<file path="config.mk">
export PLATFORM = sky130hd
export DESIGN_NAME = link_ddr_rx_assembler
export DESIGN_NICKNAME = d
export VERILOG_FILES = /design/src/rtl/link_ddr_rx_assembler.sv
export SDC_FILE = /design/constraint.sdc
export NUM_CORES = 1
export LEC_CHECK = 0
export CAP_MARGIN = 10
export CORE_ASPECT_RATIO = 2
export CORE_UTILIZATION = 60
export CTS_CLUSTER_DIAMETER = 80
export DETAILED_ROUTE_END_ITERATION = 16
export PLACE_DENSITY = 0.81
export SLEW_MARGIN = 20
export SYNTH_ARGS = -nofsm -noshare
export SYNTH_HDL_FRONTEND = slang
export SYNTH_SLANG_ARGS = --single-unit
</file>
<file path="constraint.sdc">
create_clock -name clk -period 14.7 [get_ports clk]
set_clock_uncertainty 0.2 [all_clocks]
set_input_delay 2.205 -clock clk [delete_from_list [all_inputs] [get_ports clk]]
set_output_delay 2.205 -clock clk [all_outputs]
set_load 0.02 [all_outputs]
</file>
<file path="src/rtl/link_ddr_rx_assembler.sv">
`default_nettype none
// +--------------------------------------------------------------------------+
// | link_ddr_rx_assembler                                                     |
// | DDR link receiver: beats -> CORE_W words -> FIFO -> core, credit tokens.  |
// | Optional: LINK_RX_PARITY_EN adds per-beat even-parity checking.           |
// | Revision: 1.0                                                             |
// +--------------------------------------------------------------------------+
module link_ddr_rx_assembler #(
  parameter int PHY_W       = 8,
  parameter int CORE_W      = 32,
  parameter int FIFO_DEPTH  = 8,
  parameter int TOKEN_BATCH = 4
) (
  input  logic                          clk,
  input  logic                          rst,
  input  logic                          io_valid_i,
  input  logic [2*PHY_W-1:0]            io_data_i,
`ifdef LINK_RX_PARITY_EN
  input  logic                          io_parity_i,
`endif
  output logic                          core_valid_o,
  output logic [CORE_W-1:0]             core_data_o,
  input  logic                          core_ready_i,
  output logic                          token_o,
  output logic                          overflow_o,
  output logic                          parity_err_o,
  output logic [$clog2(FIFO_DEPTH):0]   occupancy_o
);

  localparam int c_BW    = 2 * PHY_W;
  localparam int c_BEATS = CORE_W / c_BW;
  localparam int c_CW    = $clog2(c_BEATS);
  localparam int c_AW    = $clog2(FIFO_DEPTH);
  localparam int c_TW    = (TOKEN_BATCH > 1) ? $clog2(TOKEN_BATCH) : 1;
  localparam int c_PW    = CORE_W - c_BW;
  localparam logic [c_CW-1:0] c_LAST_BEAT = c_CW'(c_BEATS - 1);
  localparam logic [c_TW-1:0] c_LAST_DEQ  = c_TW'(TOKEN_BATCH - 1);

  logic [c_CW-1:0]   r_beat_cnt;
  logic [c_PW-1:0]   r_partial;
  logic [CORE_W-1:0] r_mem [FIFO_DEPTH];
  logic [c_AW:0]     r_wptr;
  logic [c_AW:0]     r_rptr;
  logic [c_TW-1:0]   r_deq_cnt;
  logic              r_token;
  logic              r_overflow;

  logic              w_last;
  logic              w_word_bad;
  logic              w_empty;
  logic              w_full;
  logic              w_deq;
  logic              w_enq;
  logic              w_drop;
  logic [CORE_W-1:0] w_word;

  assign w_last  = io_valid_i && (r_beat_cnt == c_LAST_BEAT);
  assign w_word  = {io_data_i, r_partial};
  assign w_empty = (r_wptr == r_rptr);
  assign w_full  = (r_wptr[c_AW] != r_rptr[c_AW]) &&
                   (r_wptr[c_AW-1:0] == r_rptr[c_AW-1:0]);
  assign w_deq   = !w_empty && core_ready_i;
  // Full is judged before this cycle's dequeue, so a same-cycle dequeue frees the slot.
  assign w_enq   = w_last && !w_word_bad && (!w_full || w_deq);
  assign w_drop  = w_last && !w_word_bad && w_full && !w_deq;

`ifdef LINK_RX_PARITY_EN
  logic r_word_bad;
  logic r_parity_err;
  logic w_beat_bad;

  assign w_beat_bad   = io_valid_i && (^{io_data_i, io_parity_i});
  assign w_word_bad   = r_word_bad || w_beat_bad;
  assign parity_err_o = r_parity_err;

  always_ff @(posedge clk) begin
    if (rst) begin
      r_word_bad   <= 1'b0;
      r_parity_err <= 1'b0;
    end else begin
      if (w_beat_bad) r_parity_err <= 1'b1;
      if (w_last)          r_word_bad <= 1'b0;
      else if (w_beat_bad) r_word_bad <= 1'b1;
    end
  end
`else
  assign w_word_bad   = 1'b0;
  assign parity_err_o = 1'b0;
`endif

  // The final beat is never stored; it is merged straight into the enqueued word.
  always_ff @(posedge clk) begin
    if (rst) begin
      r_beat_cnt <= '0;
      r_partial  <= '0;
    end else if (io_valid_i) begin
      if (w_last) begin
        r_beat_cnt <= '0;
        r_partial  <= '0;
      end else begin
        r_beat_cnt <= r_beat_cnt + c_CW'(1);
        for (int k = 0; k < c_BEATS - 1; k++) begin
          if (r_beat_cnt == c_CW'(k)) r_partial[k*c_BW +: c_BW] <= io_data_i;
        end
      end
    end
  end

  always_ff @(posedge clk) begin
    if (w_enq) r_mem[r_wptr[c_AW-1:0]] <= w_word;
  end

  always_ff @(posedge clk) begin
    if (rst) begin
      r_wptr     <= '0;
      r_rptr     <= '0;
      r_overflow <= 1'b0;
    end else begin
      if (w_enq)  r_wptr     <= r_wptr + (c_AW+1)'(1);
      if (w_deq)  r_rptr     <= r_rptr + (c_AW+1)'(1);
      if (w_drop) r_overflow <= 1'b1;
    end
  end

  always_ff @(posedge clk) begin
    if (rst) begin
      r_deq_cnt <= '0;
      r_token   <= 1'b0;
    end else if (w_deq) begin
      if (r_deq_cnt == c_LAST_DEQ) begin
        r_deq_cnt <= '0;
        r_token   <= ~r_token;
      end else begin
        r_deq_cnt <= r_deq_cnt + c_TW'(1);
      end
    end
  end

  assign core_valid_o = !w_empty;
  assign core_data_o  = r_mem[r_rptr[c_AW-1:0]];
  assign token_o      = r_token;
  assign overflow_o   = r_overflow;
  assign occupancy_o  = r_wptr - r_rptr;

endmodule
`default_nettype wire

</file>
After elaboration in Yosys (flattened, before gate mapping)
Memory sizes are Yosys's and may differ from the RTL's. A register that Yosys moved wholly into a read port is not among the register bits.
Cells that the tools add are included.
{ "word_totals": {"output_inout_bits": 40, "in_bits": 20, "elab_cells": 39, "reg_bits": 29, "mem_bits_rw": 256, "mem_count": 1} }
{ "op_classes": {"eq_ne": 5, "mux": 8, "n_reduce_logical": 12, "n_bitwise": 1, "add_sub_neg": 5} }
{ "memory_table": {"columns": ["memory", "depth", "word_bits", "rd", "rd_ports_with_merged_regs", "write_ports", "line_no", "rtl"], "rows": [
  ["r_mem", 8, 32, 1, 1, 1, "41", "logic [CORE_W-1:0] r_mem [FIFO_DEPTH];"]
]} }
{ "op_table": {"columns": ["cell", "n"], "rows": [
  ["16-bit 2-to-1 mux", 2],
  ["4-bit by 1-bit adder with 4-bit output, second input constant", 2],
  ["1-bit logical AND", 6],
  ["3-bit 2-to-1 mux", 2],
  ["4-bit == test", 1],
  ["2-bit AND reduction", 2],
  ["4-bit subtractor", 1],
  ["3-bit == test", 1],
  ["1-bit logical NOT", 3],
  ["1-bit 2-to-1 mux", 3],
  ["2-bit by 1-bit adder with 2-bit output, second input constant", 1],
  ["2-bit == test, second input constant", 1],
  ["2-bit 2-to-1 mux", 1],
  ["2-bit by 1-bit inequality test with 1-bit output, second input constant", 1],
  ["1-bit adder, second input constant", 1],
  ["1-bit logical OR", 1],
  ["1-bit inequality test", 1],
  ["1-bit NOT", 1]
]} }

Logic depth before layout (Yosys ltp)
Gate-level depths: netlist of run 1.
{ "logic_depth": {"ltp_word": 7, "ltp_mapped": 6, "mapped_depth_nobuf": 6} }

Least setup slack after synthesis of run 1
Ideal clock, no wire load.
{ "synth_path": {"path_kind": "in2reg", "startpoint": "in io_valid_i", "endpoint": "mem r_mem[0][0] (enable)", "arrival_time_ns": 5.789, "path_buffers": 1, "path_slack_ns": 8.210, "setup_ns": 0.502, "stages": 3, "required_ns": 13.998, "cell_sequence": "clkbuf_1 -> o211ai_2 -> nor4_1"} }
{ "synth_via": {"elab_chain_len": 4} }
{ "synth_rtl": {"columns": ["item", "line_no", "rtl"], "rows": [
  ["from (decl)", "16", "input logic io_valid_i,"],
  ["1-bit logical AND", "57", "assign w_last = io_valid_i && (r_beat_cnt == c_LAST_BEAT);"],
  ["1-bit logical AND", "64", "assign w_enq = w_last && !w_word_bad && (!w_full || w_deq);"],
  ["1-bit 2-to-1 mux", "110", "if (w_enq) r_mem[r_wptr[c_AW-1:0]] <= w_word;"],
  ["1-bit 2-to-1 mux (implied by the code)", "110", null],
  ["to (decl)", "41", null]
]} }
No other way between the ends.

==> results of run 1 <==
cell families (layout without fill, tap and decap cells):
kind of cell             Yosys count  after routing  synth area share, %
AO/OA/AOI/OAI                     31             31                 1.68
XOR/XNOR                          10             10                0.966
adder cells (fa/ha/maj)            7              7                0.864
buffers and inverters             33            120                 1.41
flip-flops                       288            288                 75.7
multiplexers                      97             97                 16.5
other                              1              1               0.0341
AND/OR/NAND/NOR                   66             66                 2.92
synth_stat cells, types with 2 or more instances:
| cell | number | share of area (%) |
|---|---|---|
| xnor2_1 | 7 | 0.56 |
| clkbuf_1 | 10 | 0.34 |
| nor3_1 | 4 | 0.18 |
| inv_1 | 7 | 0.24 |
| or3_1 | 2 | 0.11 |
| nand2_1 | 7 | 0.24 |
| edfxtp_1 | 256 | 70 |
| nor2b_1 | 17 | 0.97 |
| dfxtp_1 | 32 | 5.8 |
| mux4_2 | 64 | 13 |
| a21oi_1 | 24 | 1.1 |
| nor4_1 | 3 | 0.17 |
| ha_1 | 6 | 0.68 |
| nand3_1 | 2 | 0.091 |
| buf_4 | 8 | 0.55 |
| mux2_2 | 32 | 3.3 |
| nor2_1 | 28 | 0.95 |
| buf_1 | 7 | 0.24 |
| xor2_1 | 2 | 0.16 |
stage by stage:
stage               cell area [µm²]  hold slack (ns)  setup slack, ns  power (mW)  utilization [%]
detailed placement            11900            0.257             9.34        1.10             66.4
CTS                           12600            0.267             8.78        1.71             70.8
floorplan                     11000            0.240             8.21        1.04                -
global route                  12600            0.300             8.65        1.75             70.8
finish                        12600            0.266             8.87        1.70             70.8
global placement              11900            0.250             9.37        1.10             66.4
state kept, by name (all words and copies together) (netlist names), named ones only:
register    cells
overflow_o      1
r_beat_cnt      1
r_deq_cnt       2
r_mem         256
r_partial      16
r_rptr          4
r_wptr          4
token_o         1
critical path, stage by stage (launching register included):
cell and delay (ns):
dfxtp_4 0.66, buf_4 0.71, mux4_2 0.62, mux2_2 0.28
clkdlybuf4s50_1 0.56
power breakdown:
part	switching (mW)	internal (mW)	total (mW)
sequential	0.0170	0.902	0.919
clock	0.267	0.349	0.617
combinational	0.0783	0.0888	0.167
layer usage:
metal	wire (µm)	vias to the layer above	GRT usage (%)	share of wire, %
met1	7880	2778	30.0	36
met4	614	0	9.99	2.8
li1	-	2282	-	-
met2	12000	221	42.9	56
met5	0	-	0	0
met3	1070	46	2.64	5.0
final cells by class:
| cell class | count | area, µm² | area share [%] |
|---|---|---|---|
| Clock buffer | 33 | 696 | 5.50 |
| Tap cell | 213 | 267 | 2.11 |
| Multi-Input combinational cell | 212 | 2570 | 20.3 |
| Inverter | 7 | 26.3 | 0.208 |
| Clock inverter | 10 | 82.6 | 0.653 |
| Timing Repair Buffer | 70 | 671 | 5.30 |
| Sequential cell | 288 | 8330 | 65.9 |
worst paths after layout:
path	from	endpoint	depth (start not counted)
setup / recovery	flip-flop	core_data_o[9]	4
hold / removal	r_deq_cnt[1]	r_deq_cnt[1]	2
setup reg to reg	r_wptr[0]	r_mem[2][15]	6
hold reg to reg	r_deq_cnt[1]	r_deq_cnt[1]	2
placed cells by master (no fill, tap or decap), drive strengths merged, types with 12 or more instances in the layout:
cell / instances
clkbuf: 33
nor2: 28
a21oi: 24
mux2: 32
dfxtp: 32
clkdlybuf4s50: 58
mux4: 64
buf: 12
edfxtp: 256
nor2b: 17
==> reports/qor.yml, run 1 <==
slew-limit-headroom_pct: 34.5
clockBufferDepth: 3
maxCapViolations: 0
area_delta_synth_final_pct: 14.9
coreArea_mm2: 0.0179
drt-total-wl_mm: 21.6
worstSetupStartpointType: "flip-flop"
period_needed_ns: 5.83
tightest_slew_ns: 0.979
max_clock_freq_mhz: 172
ys.flop_type: "edfxtp_1"
post_cts.repair.setup_buffers: 0
synth-seq-cells: 288
drc: 2
cts_resized: 0
antenna_found_initial: 0
htreeDepth: 1
dieArea_mm2: 0.0189
cellPowerDensity_mw_per_mm2: 135
synthDistinctLibCells: 34
io_buffers: 58
ios: 60
drive_gt1_share_pct: 25.3
synth_warnings: 0
finalSetupViolCount: 0
synth.cell_area_mm2: 0.0110
clock_latency_ns: 0.51
grt_use_total_pct: 24.1
first_global_vias: 5790
postSynthNetCount: 560
clock_sinks: 288
instances_no_fill: 833
crit_fanout: 40
required_ns: 12.30
overflow: 0
period_share_pct: 39.6
drv_slew: 0
critical_path_class: "flip-flop to output port"
grt_first_pass_wirelength_mm: 33.6
viasPerCell: 6.39
rows: 69
ant_nets: 0
cts_root_buf: "clkbuf_16"
synth_edf_count: 256
numCtsBuffers: 24
die_h_um: 194
diodes: 0
die_x_um: 97.8
end_kind: "output port"
routabilityCongestion: 0.753
nets: 630
avgRoutedWirePerCell_um: 25.9
ir_drop_mv: 0.109
cp.arrival_ns: 3.42
num-fill-cells: 1000
clkTransAtPathRegs_ns: 0.07
fin_setup_tns_ns: 0
grt_setup_unrepaired: "false"
postCtsHoldBufs: 0
initial_utilization_pct: 61.6
vias: 5327
drt_iter0_drc: 370
syn_area_per_cell_um2: 20.7
dp_hpwl_mm: 12.0
synth_cells: 533
hold_viol_final: 0
rrSetupSlack_ns: 11.81
violations: "design-rule violations"
status: "finished, violations left"
async_reset_ff_share_pct: 0
p_leak_nw: 3.97
dp.cells: 790
grt_max_degree: 65
min_path_type: "flip-flop to flip-flop"
firstDrtPassIters: 10
tritoncts: "built"
yosysSeqAreaShare_pct: 75.7
No activity file was read; power rests on OpenSTA's default activity.
==> inputs of run 2 (changes only) <==
--- a/config.mk
+++ b/config.mk
@@ -7,10 +7,10 @@
 export LEC_CHECK = 0
 export CAP_MARGIN = 10
 export CORE_ASPECT_RATIO = 2
-export CORE_UTILIZATION = 60
+export CORE_UTILIZATION = 59
 export CTS_CLUSTER_DIAMETER = 80
 export DETAILED_ROUTE_END_ITERATION = 16
-export PLACE_DENSITY = 0.81
+export PLACE_DENSITY = 0.8
 export SLEW_MARGIN = 20
 export SYNTH_ARGS = -nofsm -noshare
 export SYNTH_HDL_FRONTEND = slang
==> constraint.sdc (replaced) <==
create_clock -name clk -period 5.6 [get_ports clk]
set_clock_uncertainty 0.2 [all_clocks]
set_input_delay 0.84 -clock clk [delete_from_list [all_inputs] [get_ports clk]]
set_output_delay 0.84 -clock clk [all_outputs]
set_load 0.02 [all_outputs]
==> run 2 against run 1 <==
  * Critical path type unchanged
  * The flow now finishes without violations
  * Worst hold slack got worse by 0.00081 ns
  * Clock power increased to 2.7 times the previous value
  * Final cell count rose by 0.60%
  * First-iteration DRC count down 3.0%
  * Via count is 0.26% lower
  * Flip-flop and latch count is the same
  * Largest cell class unchanged
  * Non-clock buffer count rose by 3
  * Combinational power rose to 2.5 times the previous value
  * Sequential power increased to 2.6 times the previous value
  * Register-to-register slack got worse by 9.3 ns
  * Global-route usage decreased by 0.50 points
==> reports/qor.yml, run 2 (synthesis results as in run 1) <==
antenna_found_initial: 0  # unchanged
die_x_um: 98.6  # +0.83%
grt_use_total_pct: 23.6  # -0.50 points
io_buffers: 58  # unchanged
grt_first_pass_wirelength_mm: 33.1  # -1.6%
final_cell_mix: "edfxtp_1 (256), mux4_2 (64), clkdlybuf4s50_1 (57), mux2_2 (32), dfxtp_1 (30)"
largest_register_ffs: 256  # unchanged
clockBufferDepth: 3  # unchanged
clkTransAtPathRegs_ns: 0.06  # about the same
hold_viol_final: 0  # unchanged
viasPerCell: 6.34  # -0.86%
cp.arrival_ns: 3.26  # -0.16 ns
clock_sinks: 288  # unchanged
critical_path_class: "flip-flop to output port"
seqPwrFrac_pct: 54.0  # about the same
power_switching_mw: 0.979  # +170%
initial_utilization_pct: 60.1  # -1.5 points
routabilityCongestion: 0.728  # -3.3%
overflow: 0  # unchanged
rows: 70  # +1.4%
multi_input_comb_area_mm2: 0.00257  # about the same
cellPowerDensity_mw_per_mm2: 356  # +160%
coreArea_mm2: 0.0183  # +2.4%
max_clock_freq_mhz: 232
maxCapViolations: 0  # unchanged
grt_setup_unrepaired: "false"
ant_nets: 0  # unchanged
postCtsHoldBufs: 0  # unchanged
final_common_cell: "edfxtp_1"
period_share_pct: 76.9
cts_root_buf: "clkbuf_16"
diodes: 0  # unchanged
area_delta_synth_final_pct: 15.0  # about the same
worstSetupStartpointType: "flip-flop"
slew-limit-headroom_pct: 32.2  # -2.3 points
combPwrFrac_pct: 9.4  # -0.4 points
intPower_mw: 3.52  # +160%
tightest_slew_ns: 1.02  # +0.0375 ns
drive_gt1_share_pct: 26.2  # +0.88 points
switching_share_pct: 21.7  # +0.44 points
post_cts.repair.setup_buffers: 0  # unchanged
end_kind: "output port"
drt-total-wl_mm: 21.6  # about the same
nets: 632  # +0.32%
drt_iter0_drc: 359  # -3.0%
ios: 60  # unchanged
finalSetupViolCount: 0  # unchanged
p_leak_nw: 3.97  # about the same
cts_resized: 0  # unchanged
hold_ws_ns: 0.265  # -0.000805 ns
firstDrtPassIters: 5  # -5
hold_start: "r_deq_cnt[1]"
seq_area_mm2: 0.00833  # unchanged
total_power_mw: 4.50  # +160%
rrSetupSlack_ns: 2.52  # -9.29 ns
r2r-start: "r_wptr[0]"
p_clk_share_pct: 36.6  # +0.4 points
die_h_um: 195  # +0.83%
grt_max_degree: 50  # -23%
status: "completed"
crit_fanout: 49  # +23%
numCtsBuffers: 23  # -4.2%
drc: 0  # -2
period_needed_ns: 4.30
ir_drop_mv: 0.353  # +220%
dp_hpwl_mm: 12.3  # +2.4%
num-fill-cells: 1067  # +6.7%
drv_slew: 0  # unchanged
htreeDepth: 1  # unchanged
min_path_type: "flip-flop to flip-flop"
clock_latency_ns: 0.52  # about the same
tritoncts: "built"
avgRoutedWirePerCell_um: 25.8  # -0.58%
final_util_pct: 69.1  # -1.6 points
fin_setup_tns_ns: 0  # unchanged
required_ns: 4.56  # -7.74 ns
first_global_vias: 5857  # +1.2%
vias: 5313  # -0.26%
dieArea_mm2: 0.0192  # +1.7%
run 2: cell count changes in the layout (fill, tap and decap cells not counted):
cell             before  now
buf_2                 0    1
buf_4                12   15
bufinv_16             1    3
clkbuf_1              4    5
clkbuf_16            25   23
clkbuf_8              4    1
clkdlybuf4s50_1      58   57
clkinv_1              5    0
clkinv_2              2    3
clkinv_8              1    0
clkinvlp_4            1    4
inv_6                 0    3
nor2b_1              16   17
nor2b_2               1    0
run 2: power groups by stage:
stage	Combinational (mW)	Sequential [mW]	Clock [mW]
2_1_floorplan	0.309	2.43	0
3_3_place_gp	0.414	2.47	0
3_5_place_dp	0.423	2.48	0
4_1_cts	0.426	2.43	1.68
5_1_grt	0.446	2.44	1.74
6_report	0.422	2.43	1.65
run 2: final cells by class:
cell class                 instances  area share, %
sequential                       288           65.8
multi-input combinational        212           20.3
timing repair buffer              73           5.44
clock buffer                      29           4.80
tap                              216           2.14
clock inverter                    13           1.28
inverter                           7          0.208
run 2: path summary, 6_finish.rpt:
kind,end,depth (start not counted)
worst max-delay path,core_data_o[6],4
worst min-delay path,r_deq_cnt[1],2
worst max register to register,r_mem[7][28],6
worst min register to register,r_deq_cnt[1],2
run 2: critical path: stages, from the launching register on:
cell,delay (ns)
dfxtp_4,1.00
buf_4,0.37
mux4_2,0.53
mux2_2,0.27
clkdlybuf4s50_1,0.55
run 2: through the flow:
stage          instance area, µm²  worst slack [ns]  instances
3_5_place_dp                11900              1.77        796
5_1_grt                     12700              1.09        838
4_1_cts                     12700              1.20        838
3_3_place_gp                11900              1.83        796
6_report                    12700              1.30        838
2_1_floorplan               11000             0.475        533
run 2: metal layers:
layer	GRT usage, %	routed length, µm
met1	26.5	7540
met2	44.0	12100
met3	3.26	1110
met4	10.8	812
met5	0	0
==> inputs of run 3 (changes only) <==
==> constraint.sdc (replaced) <==
create_clock -name clk -period 4.4 [get_ports clk]
set_clock_uncertainty 0.2 [all_clocks]
set_input_delay 0.66 -clock clk [delete_from_list [all_inputs] [get_ports clk]]
set_output_delay 0.66 -clock clk [all_outputs]
set_load 0.02 [all_outputs]
==> run 3 against run 2 <==
  * Final cell count shrank 0.12%
  * Core utilization shrank 0.14 points
  * Worst hold slack gained 0.014 ns
  * Global-route usage is essentially flat
  * Die area is the same
  * Final area shrank 0.20%
  * Setup slack lost 0.74 ns
  * Non-clock buffer count shrank 1
  * Sequential power grew 26%
  * First-iteration DRC count shrank 18%
==> reports/qor.yml, run 3 (synthesis results as in run 1) <==
tritoncts: "built"
period_share_pct: 87.4
hold_viol_final: 0  # unchanged
drive_gt1_share_pct: 25.4  # -0.76 points
diodes: 0  # unchanged
grt_first_pass_wirelength_mm: 33.0  # -0.48%
coreArea_mm2: 0.0183  # unchanged
final_common_cell: "edfxtp_1"
grt_use_total_pct: 23.6  # -0.035 points
fin_setup_tns_ns: 0  # unchanged
htreeDepth: 1  # unchanged
drv_slew: 0  # unchanged
setup_slack_ns: 0.555  # -0.741 ns
antenna_found_initial: 0  # unchanged
ant_nets: 0  # unchanged
dieArea_mm2: 0.0192  # unchanged
worstPathCellList: "buf_4 > mux4_2 > mux2_2 > clkdlybuf4s50_1"
maxCapViolations: 0  # unchanged
status: "completed"
initial_utilization_pct: 60.1  # unchanged
multi_input_comb_area_mm2: 0.00257  # unchanged
io_buffers: 58  # unchanged
vias: 5272  # -0.77%
final_cell_mix: "edfxtp_1 (256), mux4_2 (64), clkdlybuf4s50_1 (57), mux2_2 (32), dfxtp_1 (30)"
post-place-ws_ns: 1.06  # -0.710 ns
drc: 0  # unchanged
rows: 70  # unchanged
combPwrFrac_pct: 10.1  # +0.7 points
critical_path_class: "flip-flop to output port"
period_needed_ns: 3.84
p_leak_nw: 3.96  # -0.33%
clockBufferDepth: 3  # unchanged
required_ns: 3.54  # -1.02 ns
ir_drop_mv: 0.339  # -4.2%
cts_resized: 0  # unchanged
worstSetupStartpointType: "flip-flop"
dp_hpwl_mm: 12.0  # -2.6%
clkTransAtPathRegs_ns: 0.07  # about the same
ios: 60  # unchanged
cpPeakStageDelay_ns: 0.67  # -0.33 ns
first_global_vias: 5737  # -2.0%
cts_root_buf: "clkbuf_16"
finalSetupViolCount: 0  # unchanged
drt-total-wl_mm: 21.5  # -0.52%
crit_buf_inv: 2  # unchanged
intPower_mw: 4.42  # +25%
slew-limit-headroom_pct: 58.5  # +26 points
viasPerCell: 6.30  # -0.65%
avgRoutedWirePerCell_um: 25.7  # -0.40%
max_clock_freq_mhz: 260
cp.arrival_ns: 2.98  # -0.28 ns
cellPowerDensity_mw_per_mm2: 446  # +26%
numCtsBuffers: 23  # unchanged
firstDrtPassIters: 4  # -1
crit_fanout: 25  # -49%
grt_max_degree: 65  # +30%
drt_iter0_drc: 296  # -18%
largest_register_ffs: 256  # unchanged
clock_sinks: 288  # unchanged
routabilityCongestion: 0.718  # -1.3%
num-fill-cells: 1113  # +4.3%
post_cts.repair.setup_buffers: 0  # unchanged
clock_latency_ns: 0.52  # about the same
p_clk_share_pct: 35.5  # -1.1 points
die_x_um: 98.6  # unchanged
min_path_type: "flip-flop to flip-flop"
end_kind: "output port"
area_delta_synth_final_pct: 14.8
seqPwrFrac_pct: 54.4  # +0.4 points
nets: 631  # -0.16%
switching_share_pct: 21.7  # -0.090 points
tightest_slew_ns: 0.623  # -0.394 ns
postCtsHoldBufs: 0  # unchanged
power_switching_mw: 1.22  # +25%
overflow: 0  # unchanged
worst_path_dominant_cell_family: "buffers and inverters"
grt_setup_unrepaired: "false"
critPathSlowestCell: "dfxtp_4"
seq_area_mm2: 0.00833  # unchanged
die_h_um: 195  # unchanged
run 3: cell types whose count changed in the layout (fill, tap and decap cells not counted):
| cell | delta |
|---|---|
| inv_6 | -2 |
| clkinv_1 | +4 |
| clkinvlp_4 | -2 |
| bufinv_16 | -1 |
| buf_12 | +2 |
| clkinv_2 | +1 |
| buf_4 | -3 |
run 3: path summary, 6_finish.rpt:
path | start | to | slack, ns | depth (start not counted)
max | flip-flop | core_data_o[7] | 0.56 | 4
min | r_deq_cnt[1] | r_deq_cnt[1] | 0.28 | 2
max reg2reg | r_wptr[0] | r_mem[2][11] | 1.46 | 6
min reg2reg | r_deq_cnt[1] | r_deq_cnt[1] | 0.28 | 2
run 3: area by class of cell:
| cell class | count | share of cell area [%] |
|---|---|---|
| Clock buffer | 29 | 4.81 |
| Clock inverter | 13 | 0.941 |
| Inverter | 7 | 0.208 |
| Multi-Input combinational cell | 212 | 20.3 |
| Sequential cell | 288 | 66.0 |
| Tap cell | 216 | 2.14 |
| Timing Repair Buffer | 72 | 5.59 |
run 3: worst reg2reg max path, stage by stage (launching register included):
cell and delay (ns):
dfxtp_1 0.53, inv_1 0.19, ha_1 0.37, nand4b_1 0.26
o211ai_2 0.25, nor4_2 0.23, buf_4 0.55
run 3: per-layer routing:
| metal | vias up | track usage, % | share of wire, % |
|---|---|---|---|
| met5 | - | 0 | 0 |
| met4 | 0 | 10.1 | 2.6 |
| met3 | 41 | 2.90 | 4.8 |
| met2 | 193 | 42.1 | 56 |
| met1 | 2753 | 28.9 | 37 |
| li1 | 2285 | - | - |
run 3: power by group through the flow:
stage	Combinational [mW]	Sequential [mW]	Clock, mW
5_1_grt	0.603	3.08	2.14
3_3_place_gp	0.558	3.12	0
4_1_cts	0.577	3.07	2.03
2_1_floorplan	0.393	3.09	0
6_report	0.567	3.07	2.00
3_5_place_dp	0.571	3.13	0
run 3: stage by stage:
step / instances / area, µm² / utilization (%) / hold slack [ns] / total power, mW
2_1_floorplan: 533 / 11000 / - / 0.240 / 3.49
3_5_place_dp: 795 / 11900 / 65.0 / 0.276 / 3.70
3_3_place_gp: 795 / 11900 / 65.1 / 0.250 / 3.68
5_1_grt: 837 / 12600 / 69.0 / 0.300 / 5.81
4_1_cts: 837 / 12600 / 69.0 / 0.285 / 5.68
6_report: 837 / 12600 / 69.0 / 0.279 / 5.64
